$ cat config.mk
export PLATFORM = sky130hd
export DESIGN_NAME = surf_matmul
export DESIGN_NICKNAME = d
export VERILOG_FILES = /design/src/rtl/surf_pkg.sv /design/src/rtl/surf_mac.sv /design/src/rtl/surf_matmul.sv
export SDC_FILE = /design/constraint.sdc
export NUM_CORES = 1
export LEC_CHECK = 0
export CORE_MARGIN = 5
export CORE_UTILIZATION = 45
export DETAILED_ROUTE_END_ITERATION = 10
export GPL_TIMING_DRIVEN = 0
export PLACE_DENSITY = 0.64
export SYNTH_ARGS = -nofsm -noshare
export SYNTH_HDL_FRONTEND = slang
export SYNTH_SLANG_ARGS = --single-unit
export TNS_END_PERCENT = 20
$ cat constraint.sdc
create_clock -name clk -period 12.8 [get_ports clk]
set_clock_uncertainty 0.2 [all_clocks]
set_input_delay 3.84 -clock clk [delete_from_list [all_inputs] [get_ports clk]]
set_output_delay 3.84 -clock clk [all_outputs]
set_load 0.02 [all_outputs]
$ cat src/rtl/surf_pkg.sv
// -----------------------------------------------------------------------------
// surf_pkg
// Shared types and helpers for the surf_matmul engine:
//   - state_t       : engine FSM states
//   - acc_width()   : accumulator width for an N-term sum of W x W products
//   - idx_width()   : counter/index width for a range of n values (>= 1 bit)
//   - clamp_val()   : wrap or clamp a full-precision sum to W bits
//   - out_of_range(): true when a full-precision sum does not fit in W bits
// Full-precision sums are passed to the helpers sign/zero-extended to EXT_W
// bits so one function body serves every W/SIGNED combination.
// -----------------------------------------------------------------------------
package surf_pkg;

    typedef enum logic [1:0] {
        IDLE,
        CALC,
        DONE
    } state_t;

    // Width the range helpers operate on; accumulators must be narrower.
    localparam int EXT_W = 128;

    function automatic int acc_width(input int n, input int w);
        return 2 * w + $clog2(n) + 1;
    endfunction

    function automatic int idx_width(input int n);
        return (n > 1) ? $clog2(n) : 1;
    endfunction

    // Largest representable result value.
    function automatic logic signed [EXT_W-1:0] range_hi(input int w, input bit is_signed);
        logic signed [EXT_W-1:0] one;
        one = {{(EXT_W-1){1'b0}}, 1'b1};
        return is_signed ? (one <<< (w - 1)) - one : (one <<< w) - one;
    endfunction

    // Smallest representable result value (-hi-1 == ~hi for the signed range).
    function automatic logic signed [EXT_W-1:0] range_lo(input int w, input bit is_signed);
        return is_signed ? ~range_hi(w, is_signed) : '0;
    endfunction

    function automatic bit out_of_range(input logic signed [EXT_W-1:0] sum,
                                        input int w, input bit is_signed);
        return (sum > range_hi(w, is_signed)) || (sum < range_lo(w, is_signed));
    endfunction

    // Wrap mode returns the sum unchanged; the caller keeps the low W bits.
    function automatic logic [EXT_W-1:0] clamp_val(input logic signed [EXT_W-1:0] sum,
                                                   input int w, input bit is_signed,
                                                   input bit sat);
        logic signed [EXT_W-1:0] hi;
        logic signed [EXT_W-1:0] lo;
        hi = range_hi(w, is_signed);
        lo = range_lo(w, is_signed);
        if (sat && (sum > hi)) begin
            return hi;
        end else if (sat && (sum < lo)) begin
            return lo;
        end
        return sum;
    endfunction

endpackage

$ cat src/rtl/surf_mac.sv
// -----------------------------------------------------------------------------
// surf_mac
// Single multiply-accumulate unit. Multiplies two W-bit operands (signed or
// unsigned per SIGNED) to a 2W-bit product, extends it to AW bits and either
// loads it (i_load=1) or adds it to the registered accumulator.
// Ports:
//   clk, rst  : clock, asynchronous active-high reset (clears accumulator)
//   i_en      : register o_sum into the accumulator on this edge
//   i_load    : start a new sum (ignore the accumulator contents)
//   i_a, i_b  : operands
//   o_sum     : next accumulator value, available in the same cycle so the
//               final term of a dot product can be consumed without waiting
//               for the register
// -----------------------------------------------------------------------------
module surf_mac #(
    parameter int W      = 16,
    parameter int SIGNED = 1,
    parameter int AW     = 2 * W + 2
) (
    input  logic          clk,
    input  logic          rst,
    input  logic          i_en,
    input  logic          i_load,
    input  logic [W-1:0]  i_a,
    input  logic [W-1:0]  i_b,
    output logic [AW-1:0] o_sum
);

    localparam int PW = 2 * W;

    logic [PW-1:0] w_prod;
    logic [AW-1:0] w_prod_ext;
    logic [AW-1:0] r_acc;

    // Operands are widened to the product width before multiplying so the
    // full 2W-bit product is kept.
    if (SIGNED != 0) begin : g_signed
        assign w_prod     = $signed({{W{i_a[W-1]}}, i_a}) * $signed({{W{i_b[W-1]}}, i_b});
        assign w_prod_ext = {{(AW-PW){w_prod[PW-1]}}, w_prod};
    end else begin : g_unsigned
        assign w_prod     = {{W{1'b0}}, i_a} * {{W{1'b0}}, i_b};
        assign w_prod_ext = {{(AW-PW){1'b0}}, w_prod};
    end

    assign o_sum = (i_load ? '0 : r_acc) + w_prod_ext;

    // NOTE: sequential state uses non-blocking assignments so every register
    // samples values from before the edge, independent of statement order.
    always_ff @(posedge clk or posedge rst) begin
        if (rst) begin
            r_acc <= '0;
        end else if (i_en) begin
            r_acc <= o_sum;
        end
    end

endmodule

$ cat src/rtl/surf_matmul.sv
// -----------------------------------------------------------------------------
// surf_matmul
// Sequential N x N matrix multiply C = A * B using one MAC per cycle.
// Operands are captured on acceptance; C(i,j) is written when the last term
// (k = N-1) of its dot product is accumulated. Results either wrap to W bits
// or saturate (SAT), and ovf flags any element whose exact sum did not fit.
// Ports:
//   clk, rst             : clock, asynchronous active-high reset
//   in_valid / in_ready  : operand handshake (ready only while idle)
//   a, b                 : N*N*W operand matrices, row-major, (0,0) in MSBs
//   out_valid / out_ready: result handshake; c and ovf held while waiting
//   c                    : N*N*W result matrix, same packing as a and b
//   ovf                  : some element of c overflowed W bits
// Latency: out_valid rises N^3 edges after the accepting edge.
// -----------------------------------------------------------------------------
module surf_matmul
    import surf_pkg::*;
#(
    parameter int N      = 2,
    parameter int W      = 16,
    parameter int SIGNED = 1,
    parameter int SAT    = 0
) (
    input  logic             clk,
    input  logic             rst,
    input  logic             in_valid,
    output logic             in_ready,
    input  logic [N*N*W-1:0] a,
    input  logic [N*N*W-1:0] b,
    output logic             out_valid,
    input  logic             out_ready,
    output logic [N*N*W-1:0] c,
    output logic             ovf
);

    localparam int NN = N * N;
    localparam int AW = acc_width(N, W);
    localparam int CW = idx_width(N);
    localparam int EW = idx_width(NN);
    localparam logic [CW-1:0] LAST = CW'(N - 1);

    state_t        r_state;
    state_t        w_state_next;

    logic [CW-1:0] r_i;
    logic [CW-1:0] r_j;
    logic [CW-1:0] r_k;
    logic [W-1:0]  r_a [NN];
    logic [W-1:0]  r_b [NN];
    logic [W-1:0]  r_c [NN];
    logic          r_ovf;

    logic          w_accept;
    logic          w_mac_en;
    logic          w_last;
    logic [EW-1:0] w_a_idx;
    logic [EW-1:0] w_b_idx;
    logic [EW-1:0] w_c_idx;
    logic [AW-1:0] w_sum;
    logic          w_sign_fill;
    logic [EXT_W-1:0] w_sum_ext;
    logic [W-1:0]  w_res_val;
    logic          w_res_ovf;

    // ------------------------------------------------------------------
    // FSM
    // ------------------------------------------------------------------
    always_ff @(posedge clk or posedge rst) begin
        if (rst) begin
            r_state <= IDLE;
        end else begin
            r_state <= w_state_next;
        end
    end

    assign w_last = (r_i == LAST) && (r_j == LAST) && (r_k == LAST);

    // NOTE: every output of this block is given a default before the case
    // statement, so no path leaves a signal unassigned and no latch is inferred.
    always_comb begin
        w_state_next = r_state;
        in_ready     = 1'b0;
        out_valid    = 1'b0;
        w_accept     = 1'b0;
        w_mac_en     = 1'b0;
        case (r_state)
            IDLE: begin
                in_ready = 1'b1;
                if (in_valid) begin
                    w_accept     = 1'b1;
                    w_state_next = CALC;
                end
            end
            CALC: begin
                w_mac_en = 1'b1;
                if (w_last) begin
                    w_state_next = DONE;
                end
            end
            DONE: begin
                out_valid = 1'b1;
                if (out_ready) begin
                    w_state_next = IDLE;
                end
            end
            default: w_state_next = IDLE;
        endcase
    end

    // ------------------------------------------------------------------
    // Operand capture
    // ------------------------------------------------------------------
    // NOTE: the operand registers are left without reset: they are always
    // loaded on acceptance before any MAC reads them, so a reset would only
    // add fan-out on rst.
    always_ff @(posedge clk) begin
        if (w_accept) begin
            for (int e = 0; e < NN; e++) begin
                r_a[e] <= a[(NN-1-e)*W +: W];
                r_b[e] <= b[(NN-1-e)*W +: W];
            end
        end
    end

    // ------------------------------------------------------------------
    // MAC: a(i,k) * b(k,j), new sum whenever k restarts at 0
    // ------------------------------------------------------------------
    assign w_a_idx = EW'(32'(r_i) * N + 32'(r_k));
    assign w_b_idx = EW'(32'(r_k) * N + 32'(r_j));
    assign w_c_idx = EW'(32'(r_i) * N + 32'(r_j));

    surf_mac #(
        .W      (W),
        .SIGNED (SIGNED),
        .AW     (AW)
    ) u_mac (
        .clk    (clk),
        .rst    (rst),
        .i_en   (w_mac_en),
        .i_load (r_k == '0),
        .i_a    (r_a[w_a_idx]),
        .i_b    (r_b[w_b_idx]),
        .o_sum  (w_sum)
    );

    // Exact sum in the helpers' common width, then wrap/clamp and range check.
    assign w_sign_fill = (SIGNED != 0) && w_sum[AW-1];
    assign w_sum_ext   = {{(EXT_W-AW){w_sign_fill}}, w_sum};
    assign w_res_val   = W'(clamp_val(w_sum_ext, W, SIGNED != 0, SAT != 0));
    assign w_res_ovf   = out_of_range(w_sum_ext, W, SIGNED != 0);

    // ------------------------------------------------------------------
    // Loop counters, result matrix and sticky overflow
    // ------------------------------------------------------------------
    always_ff @(posedge clk or posedge rst) begin
        if (rst) begin
            r_i   <= '0;
            r_j   <= '0;
            r_k   <= '0;
            r_ovf <= 1'b0;
            for (int e = 0; e < NN; e++) begin
                r_c[e] <= '0;
            end
        end else if (w_accept) begin
            r_i   <= '0;
            r_j   <= '0;
            r_k   <= '0;
            r_ovf <= 1'b0;
        end else if (w_mac_en) begin
            if (r_k == LAST) begin
                r_c[w_c_idx] <= w_res_val;
                r_ovf        <= r_ovf | w_res_ovf;
                r_k          <= '0;
                if (r_j == LAST) begin
                    r_j <= '0;
                    r_i <= (r_i == LAST) ? '0 : r_i + CW'(1);
                end else begin
                    r_j <= r_j + CW'(1);
                end
            end else begin
                r_k <= r_k + CW'(1);
            end
        end
    end

    for (genvar e = 0; e < NN; e++) begin : g_pack
        assign c[(NN-1-e)*W +: W] = r_c[e];
    end

    assign ovf = r_ovf;

endmodule

Yosys cells after proc, flatten, opt, wreduce, memory -nomap -nowiden
Memory sizes are Yosys's and may differ from the RTL's.
Cells that the tools add are included.
{ "op_classes": {"n_reduce_logical": 12, "n_mux": 30, "addsub": 7, "n_lt_le_gt_ge": 4, "mul": 1, "n_eq_ne": 5, "n_bitwise": 3} }
{ "ops": {"columns": ["operator", "count"], "rows": [
  ["64-bit bitwise mux", 1],
  ["34-bit adder", 1],
  ["34-bit by 16-bit greater-than comparator with 1-bit output (second input constant)", 1],
  ["34-bit by 16-bit < comparator with 1-bit output (second input constant)", 1],
  ["34-bit two-way mux", 1],
  ["16-bit demux with 2-bit select", 1],
  ["16-bit by 16-bit multiplier with 32-bit output", 1],
  ["1-bit two-way mux", 22],
  ["16-bit two-way mux", 1],
  ["3-bit AND reduction", 3],
  ["2-bit by 1-bit adder with 2-bit output", 3],
  ["2-bit two-way mux", 3],
  ["2-bit inequality test (second input constant)", 3],
  ["2-bit case mux with 3 select lines", 1],
  ["2-bit nonzero test", 3],
  ["1-bit adder (second input constant)", 3],
  ["3-bit greater-or-equal comparator (second input constant)", 1],
  ["1-bit logical AND", 3],
  ["3-bit by 1-bit < comparator with 1-bit output (second input constant)", 1],
  ["2-bit inverter with 3-bit output", 1],
  ["2-bit by 1-bit equality test with 1-bit output (second input constant)", 1],
  ["2-bit equality test (second input constant)", 1],
  ["2-bit zero test", 1],
  ["2-bit AND reduction", 1],
  ["other kinds (3)", 3]
]} }
{ "totals": {"word_cells": 74, "output_inout_bits": 67, "mem_count": 2, "ff_bits": 104, "ramBits": 128} }
{ "memory_table": {"columns": ["memory", "depth", "word_bits", "read_ports", "rd_ports_with_merged_regs", "write_ports", "line", "rtl"], "rows": [
  ["r_a", 4, 16, 1, 0, 4, "surf_matmul.sv:48", "logic [W-1:0] r_a [NN];"],
  ["r_b", 4, 16, 1, 0, 4, "surf_matmul.sv:49", "logic [W-1:0] r_b [NN];"]
]} }

Depth between registers and ports, before layout
Gate-level depths: netlist of run 1.
An unclocked memory read counts as a cell.
{ "depth": {"word_depth": 10, "mapped_depth": 43} }

Cells and area by module
From an unflattened synthesis of run 1, not the netlist that was laid out.
{ "hier_totals": {"hier_cells": 1760, "area_unflattened_um2": 20374.5} }
{ "by_module_without_submodules": {"columns": ["mod", "area_per_inst_um2", "cells_each", "n_inst"], "rows": [
  ["surf_mac", 12889.9, 1414, 1],
  ["surf_matmul", 7484.7, 346, 1]
]} }

Worst setup path after synthesis of run 1
OpenSTA, ideal clock, no wires.
{ "synth_path": {"path_type": "reg2reg", "start": "register r_j", "end": "register r_ovf, in the netlist ovf", "period_less_slack_ns": 9.901, "slack_ns": 2.899, "arrival_ns": 9.572, "n_path_buf": 3, "stages_incl_launch_ff": 39, "setup_time_ns": 0.128, "cell_sequence": "dfrtp_1 clkbuf_1 buf_1 mux2_2 o21ai_1 clkbuf_1 nor2_1 fa_1 inv_1 fa_1 fa_1 inv_1 fa_1 fa_1 inv_1 fa_1 inv_1 ha_1 [... 3 more ...] o21ai_0 a41o_1 a21o_1 a21oi_1 xnor2_1 ha_1 a21o_1 a21oi_1 nor2b_1 o41a_2 a31o_4 a21o_2 a21oi_1 xnor2_1 nand4_1 or4_1 nor4_1 nor3_1"} }
{ "synth_via": {"elab_chain_len": 10} }
{ "synth_lines": {"columns": ["item", "line", "rtl"], "rows": [
  ["from (decl)", "surf_matmul.sv:46", "logic [CW-1:0] r_j;"],
  ["from (signal assigned)", "surf_matmul.sv:178", "r_j <= r_j + CW'(1);"],
  ["2-bit by 1-bit adder with 2-bit output *", "surf_matmul.sv:129", "assign w_b_idx = EW'(32'(r_k) * N + 32'(r_j));"],
  ["memory 4 x 16 bit *", null, null],
  ["16-bit by 16-bit multiplier with 32-bit output *", "surf_mac.sv:38", "assign w_prod = $signed({{W{i_a[W-1]}}, i_a}) * $signed({{W{i_b[W-1]}}, i_b});"],
  ["34-bit adder *", "surf_mac.sv:45", "assign o_sum = (i_load ? '0 : r_acc) + w_prod_ext;"],
  ["34-bit by 16-bit greater-than comparator with 1-bit output or 34-bit by 16-bit < comparator with 1-bit output (tied branches)", "surf_pkg.sv:45", "return (sum > range_hi(w, is_signed)) || (sum < range_lo(w, is_signed));"],
  ["1-bit logical OR *", "surf_pkg.sv:45", null],
  ["1-bit OR *", "surf_matmul.sv:172", "r_ovf <= r_ovf | w_res_ovf;"],
  ["1-bit two-way mux *", "surf_matmul.sv:170", "if (r_k == LAST) begin"],
  ["1-bit two-way mux *", "surf_matmul.sv:169", "end else if (w_mac_en) begin"],
  ["1-bit two-way mux *", "surf_matmul.sv:164", "end else if (w_accept) begin"],
  ["to (signal assigned)", "surf_matmul.sv:172", null],
  ["to (decl)", "surf_matmul.sv:51", "logic r_ovf;"]
]} }
Every way passes the cells marked *; elsewhere a longest branch is shown, timed or not. The select of a mux whose other input is x is not followed.
A chain may end at the register's enable or synchronous reset.

Worst setup path in the final report of run 1
Ends and elaborated chain as after synthesis.

==> results of run 1 <==
how the worst max path moves through the flow:
stage | end | slack (ns) | from
5_1_grt | ovf | 0.21 | r_j
3_3_place_gp | ovf | 0.83 | r_j
3_5_place_dp | ovf | 0.75 | r_j
2_1_floorplan | ovf | 2.90 | r_j
6_report | ovf | 0.97 | r_j
4_1_cts | ovf | 0.71 | r_j
layer usage:
layer	track usage	part of all wire	vias to the layer above
li1	-	-	6714
met1	0.302	0.42	7449
met2	0.366	0.48	465
met3	0.0443	0.073	82
met4	0.0538	0.024	0
met5	0	0	-
cell families (layout without fill, tap and decap cells):
group / count (synthesis) / count (layout) / share of synthesized area
and+or+nand+nor: 535 / 535 / 0.118
AOI/OAI and AO/OA: 260 / 260 / 0.0795
DFF: 232 / 232 / 0.318
xor gates and xnor gates: 70 / 70 / 0.0302
buffers and inverters: 408 / 654 / 0.0766
other: 0 / 1 / 0
adders and majority gates: 377 / 377 / 0.330
muxes: 77 / 77 / 0.0481
placed cells by master (no fill, tap or decap), types with 4 or more instances in the layout:
| cell type | instances |
|---|---|
| a21o_1 | 19 |
| a21o_2 | 5 |
| a21oi_1 | 49 |
| a31oi_1 | 5 |
| and2_1 | 58 |
| buf_1 | 5 |
| clkbuf_1 | 60 |
| clkbuf_16 | 24 |
| clkdlybuf4s50_1 | 198 |
| clkinv_1 | 4 |
| clkinvlp_2 | 4 |
| dfrtp_1 | 104 |
| edfxtp_1 | 128 |
| fa_1 | 263 |
| ha_1 | 114 |
| inv_1 | 338 |
| mux2_2 | 44 |
| mux2i_1 | 21 |
| mux4_2 | 12 |
| nand2_1 | 268 |
| nand2b_1 | 12 |
| nand3_1 | 8 |
| nand4_1 | 7 |
| nor2_1 | 124 |
| nor2b_1 | 11 |
| nor3_1 | 13 |
| o21a_1 | 21 |
| o21ai_0 | 105 |
| o21ai_1 | 16 |
| o21bai_1 | 8 |
| or3_1 | 5 |
| xnor2_1 | 50 |
| xor2_1 | 20 |
per-stage QoR:
stage	hold WS [ns]	instance area, um2	std cells	utilization	worst slack [ns]
floorplan	0.237	20300	1959	-	2.90
global placement	0.250	23000	2749	0.518	0.827
detailed placement	0.255	23100	2754	0.520	0.754
CTS	0.271	23900	2798	0.537	0.711
global route	0.299	23900	2797	0.537	0.206
finish	0.269	23900	2798	0.538	0.975
registers in the layout, indices dropped and copies added (netlist names):
name,flops
c,64
ovf,1
r_a,64
r_b,64
r_i,1
r_j,1
r_k,1
r_state,2
u_mac.r_acc,34
worst max-delay path, delay by kind of cell (launching register included):
| kind | cells | cell delay (ns) |
|---|---|---|
| fa+ha+maj | 8 | 3.89 |
| compound gates | 13 | 3.38 |
| buf+inv | 6 | 1.36 |
| simple gates | 7 | 1.30 |
| flops | 1 | 0.76 |
| mux | 1 | 0.40 |
| xor+xnor | 2 | 0.37 |
final cells by class:
class / instances / area (um2)
tap: 592 / 741
clock inverter: 16 / 155
antenna: 1 / 2.50
fill: 3932 / 20500
sequential: 232 / 6450
buffer: 66 / 277
timing repair buffer: 203 / 2060
inverter: 341 / 1290
clock buffer: 28 / 616
multi-input combinational: 1319 / 12300
==> reports/results.ini, run 1 <==
[synth]
yosysTopAreaCell = fa_1
synth_top_area_share = 0.259
synth_area_leaders = fa_1 (26%), edfxtp_1 (19%), dfrtp_1 (13%)
ys_warn_count = 0
ys_top_cells_by_count = inv_1 (340), nand2_1 (268), fa_1 (263)
synth-seq-cells = 232
synth_area_mm2 = 0.0203
yosysMostFrequentCell = inv_1
synthArstFlopShare = 0.448
syn_inst = 1959
avgSynthCellArea_um2 = 10.4
synthFlopType = edfxtp_1
ys_types = 71
syn_nets = 2468
ys_seq_area_frac = 0.318
synth_edf_count = 128

[setup_path]
r2r-start = r_j
cp-start-kind = flop
r2r_cells = 37
cp_common_cell = fa_1
r2r_slack_ns = 0.97
path_class = flop to flop
slowest_stage = dfrtp_1
arrival_ns = 12.04
r2r_end = ovf
cp.required_ns = 13.02
end_kind = flop
critPathMaxFanout = 11
cp_slowest_stage_delay_ns = 0.76

[clocking]
clk_pin_slew_ns = 0.06
post-cts-setup-buffers = 0
clock-root-buffer = clkbuf_16
h-tree-depth = 1
postCtsHoldBufs = 0
clock-sinks = 232
insertion_delay_ns = 0.54
clockBufferDepth = 3
cts_tree = yes
cts_resized = 0
numCtsBuffers = 24

[min_path]
hold_start = u_mac.r_acc[0]
min_to = u_mac.r_acc[0]
whs_path_depth = 2
min_path_type = flop to flop

[status]
outcome = complete, but fails checks
violations = capacitance limit

[finish]
fin_nets = 2696
final_layout_size_suffix_gt1_frac = 0.0608
syn2layout_area_growth_pct = 17.7

[die]
die_w_um = 222
start_util = 0.457
fp.dieH_um = 222
core_area_mm2 = 0.0444
io_pins = 199
die_area_mm2 = 0.0494
rows = 77

[timing]
min_period_ns = 11.83
finalSetupViolCount = 0
rsz0062_at_grt = no
hold_viol = 0
slew_viol_final = 0
tightest_slew_ns = 1.47
finalSetupTns_ns = 0
slew_headroom = 0.0119
fmaxAchievable_mhz = 84.6
finalCritPeriodShare = 0.924

[detailed_routing]
wire_per_inst_um = 19.3
vias_per_cell = 5.26
drtIter0Drc = 915
drt-pass1-iter-count = 5
drcViolationCount = 0
antenna_left = 0
drt_wl_total_mm = 54.0
vias = 14700

[placed_design]
dp_hpwl_mm = 44.8
portBuffers = 198
gp_congestion = 0.903

[global_routing]
track_usage = 0.221
grt_pass1_wl_mm = 86.0
grt-ovfl-total = 0
antenna_found_initial = 4
grt_pass1_vias = 15700
grt_max_degree = 83

[run]
maxCapViolations = 1

Power of run 1 is left out: the tool's default activity adds up to more than one toggle a clock period on the data nets, which glitch-free logic cannot reach.
==> run 2: changes to the inputs <==
SKIP_CTS_REPAIR_TIMING = 1   (was unset)
==> results of run 2 <==
The final DEF is identical to that of run 1; final timing and power are the same.
Power of run 2 is left out for the same reason.
==> run 3: changes to the inputs <==
CORE_MARGIN = 2   (was 5)
GPL_TIMING_DRIVEN = unset   (was 0)
==> run 3 against run 2 <==
  * The run now ends clean
  * Utilization shrank 0.31 points
  * Register-to-register slack better by 1.1 ns
  * Clock-buffer cell count is 2 higher
  * Design area decreased by 0.79%
  * Die area down 5.3%
  * Critical path depth decreased by 1
  * Worst setup slack improved by 1.1 ns
  * Highest routed layer unchanged
  * Worst hold slack barely moved
  * Critical endpoint unchanged
  * Sequential cell count unchanged
  * Sequential share of layout area is 0.23 points higher
  * Routed wire length is 3.7% lower
==> reports/results.ini, run 3 (synthesis results as in run 1) <==
[die]
core_area_mm2 = 0.0443  ; -0.22%
die_area_mm2 = 0.0468  ; -5.3%
io_pins = 199  ; unchanged
fp.dieH_um = 216  ; -2.7%
rows = 77  ; unchanged
start_util = 0.458  ; +0.000993
die_w_um = 216  ; -2.7%

[detailed_routing]
antenna_left = 0  ; unchanged
vias = 14300  ; -3.1%
drt-pass1-iter-count = 5  ; unchanged
drtIter0Drc = 857  ; -6.3%
drt_wl_total_mm = 52.0  ; -3.7%
drcViolationCount = 0  ; unchanged
wire_per_inst_um = 18.9  ; -1.9%
vias_per_cell = 5.19  ; -1.3%

[clocking]
cts_tree = yes
clock-sinks = 232  ; unchanged
clock-root-buffer = clkbuf_16
clockBufferDepth = 3  ; unchanged
numCtsBuffers = 25  ; +4.2%
insertion_delay_ns = 0.55  ; about the same
h-tree-depth = 1  ; unchanged
clk_pin_slew_ns = 0.06  ; about the same

[global_routing]
grt-ovfl-total = 0  ; unchanged
grt_max_degree = 89  ; +7.2%
grt_pass1_vias = 15200  ; -2.9%
antenna_found_initial = 1  ; -3
track_usage = 0.227  ; +0.00671
grt_pass1_wl_mm = 82.6  ; -3.9%

[timing]
slew_headroom = 0.276  ; +0.264
slew_viol_final = 0  ; unchanged
hold_viol = 0  ; unchanged
finalCritPeriodShare = 0.838  ; -0.0857
fin_ws_ns = 2.07  ; +1.10 ns
finalSetupViolCount = 0  ; unchanged
finalSetupTns_ns = 0  ; unchanged
min_period_ns = 10.73  ; -1.10 ns
rsz0062_at_grt = no
fmaxAchievable_mhz = 93.2  ; +10%
tightest_slew_ns = 1.08  ; -0.392 ns

[finish]
syn2layout_area_growth_pct = 16.7
fill_cells = 3997  ; +1.7%
diodes = 0  ; -1
final_common_cell = inv_1
final_layout_size_suffix_gt1_frac = 0.0668  ; +0.00605
multiInputGateArea_mm2 = 0.0123  ; about the same
register_area_mm2 = 0.00645  ; about the same
fin_nets = 2645  ; -1.9%
final_cell_mix = inv_1 (338), nand2_1 (268), fa_1 (263)

[setup_path]
r2r_cells = 36  ; -2.7%
critPathLaunch = r_k
slowest_stage = dfrtp_4
arrival_ns = 10.94  ; -1.10 ns
path_class = flop to flop
cp_slowest_stage_delay_ns = 0.80  ; +0.04 ns
critPathMaxFanout = 57  ; +46
r2r-start = r_k
cp-start-kind = flop
path_depth = 36  ; -2.7%
end_kind = flop
cp.required_ns = 13.02  ; about the same
cp_common_cell = fa_1
critical-path-top-delay-family = adder cells
worst-path-buf-inv = 6  ; unchanged

[placed_design]
gp_congestion = 0.914  ; +1.2%
portBuffers = 198  ; unchanged
dp_hpwl_mm = 41.8  ; -6.9%
place_ws_ns = 2.14  ; +1.38 ns

[min_path]
min_path_type = flop to flop
whs_path_depth = 2  ; unchanged
hold_start = u_mac.r_acc[14]

[status]
outcome = complete, no violations

[run]
maxCapViolations = 0  ; -1

[run 3: changes by cell type in the layout (fill, tap and decap cells not counted), sizes merged]
cell           before  now
clkinvlp            5    2
clkinv              8   11
diode               1    0
clkbuf             85   30
buf                13   19
clkdlybuf4s15       1    0
[run 3: metal layers]
layer  up-vias  share of wire  GRT usage
met1      7107           0.43      0.314
li1       6608              -          -
met3        85          0.069     0.0359
met2       458           0.47      0.370
met5         -              0          0
met4         0          0.032     0.0719
[run 3: worst reg2reg max path: cells and delay by family, from the launching register on]
family | cells | cell delay [ns]
fa+ha+maj | 8 | 3.85
simple gates | 10 | 1.96
buf+inv | 6 | 1.17
xor+xnor | 2 | 0.41
mux | 1 | 0.63
flops | 1 | 0.80
compound gates | 9 | 1.56
[run 3: cell type report]
cell class | instances | share of cell area
tap | 592 | 0.0313
sequential | 232 | 0.272
multi-input combinational | 1319 | 0.519
clock buffer | 30 | 0.0272
inverter | 341 | 0.0543
timing repair buffer | 217 | 0.0897
clock inverter | 16 | 0.00618
[run 3: per-stage QoR]
step	hold slack, ns	cells	area (um2)	util
after floorplan	0.237	1959	20300	-
after global placement	0.249	2701	22900	0.517
after detailed placement	0.261	2701	22900	0.517
after CTS	0.276	2747	23700	0.534
after global routing	0.299	2747	23700	0.534
final	0.269	2747	23700	0.534
[run 3: path summary, 6_finish.rpt]
check | to | slack, ns
max in group asynchronous | u_mac.r_acc[13] | 7.68
worst max-delay path | ovf | 2.07
worst min register to register | u_mac.r_acc[14] | 0.27
worst min-delay path | u_mac.r_acc[14] | 0.27
min in group asynchronous | c[39] | 3.44
worst max register to register | ovf | 2.07
Power of run 3 is left out for the same reason.
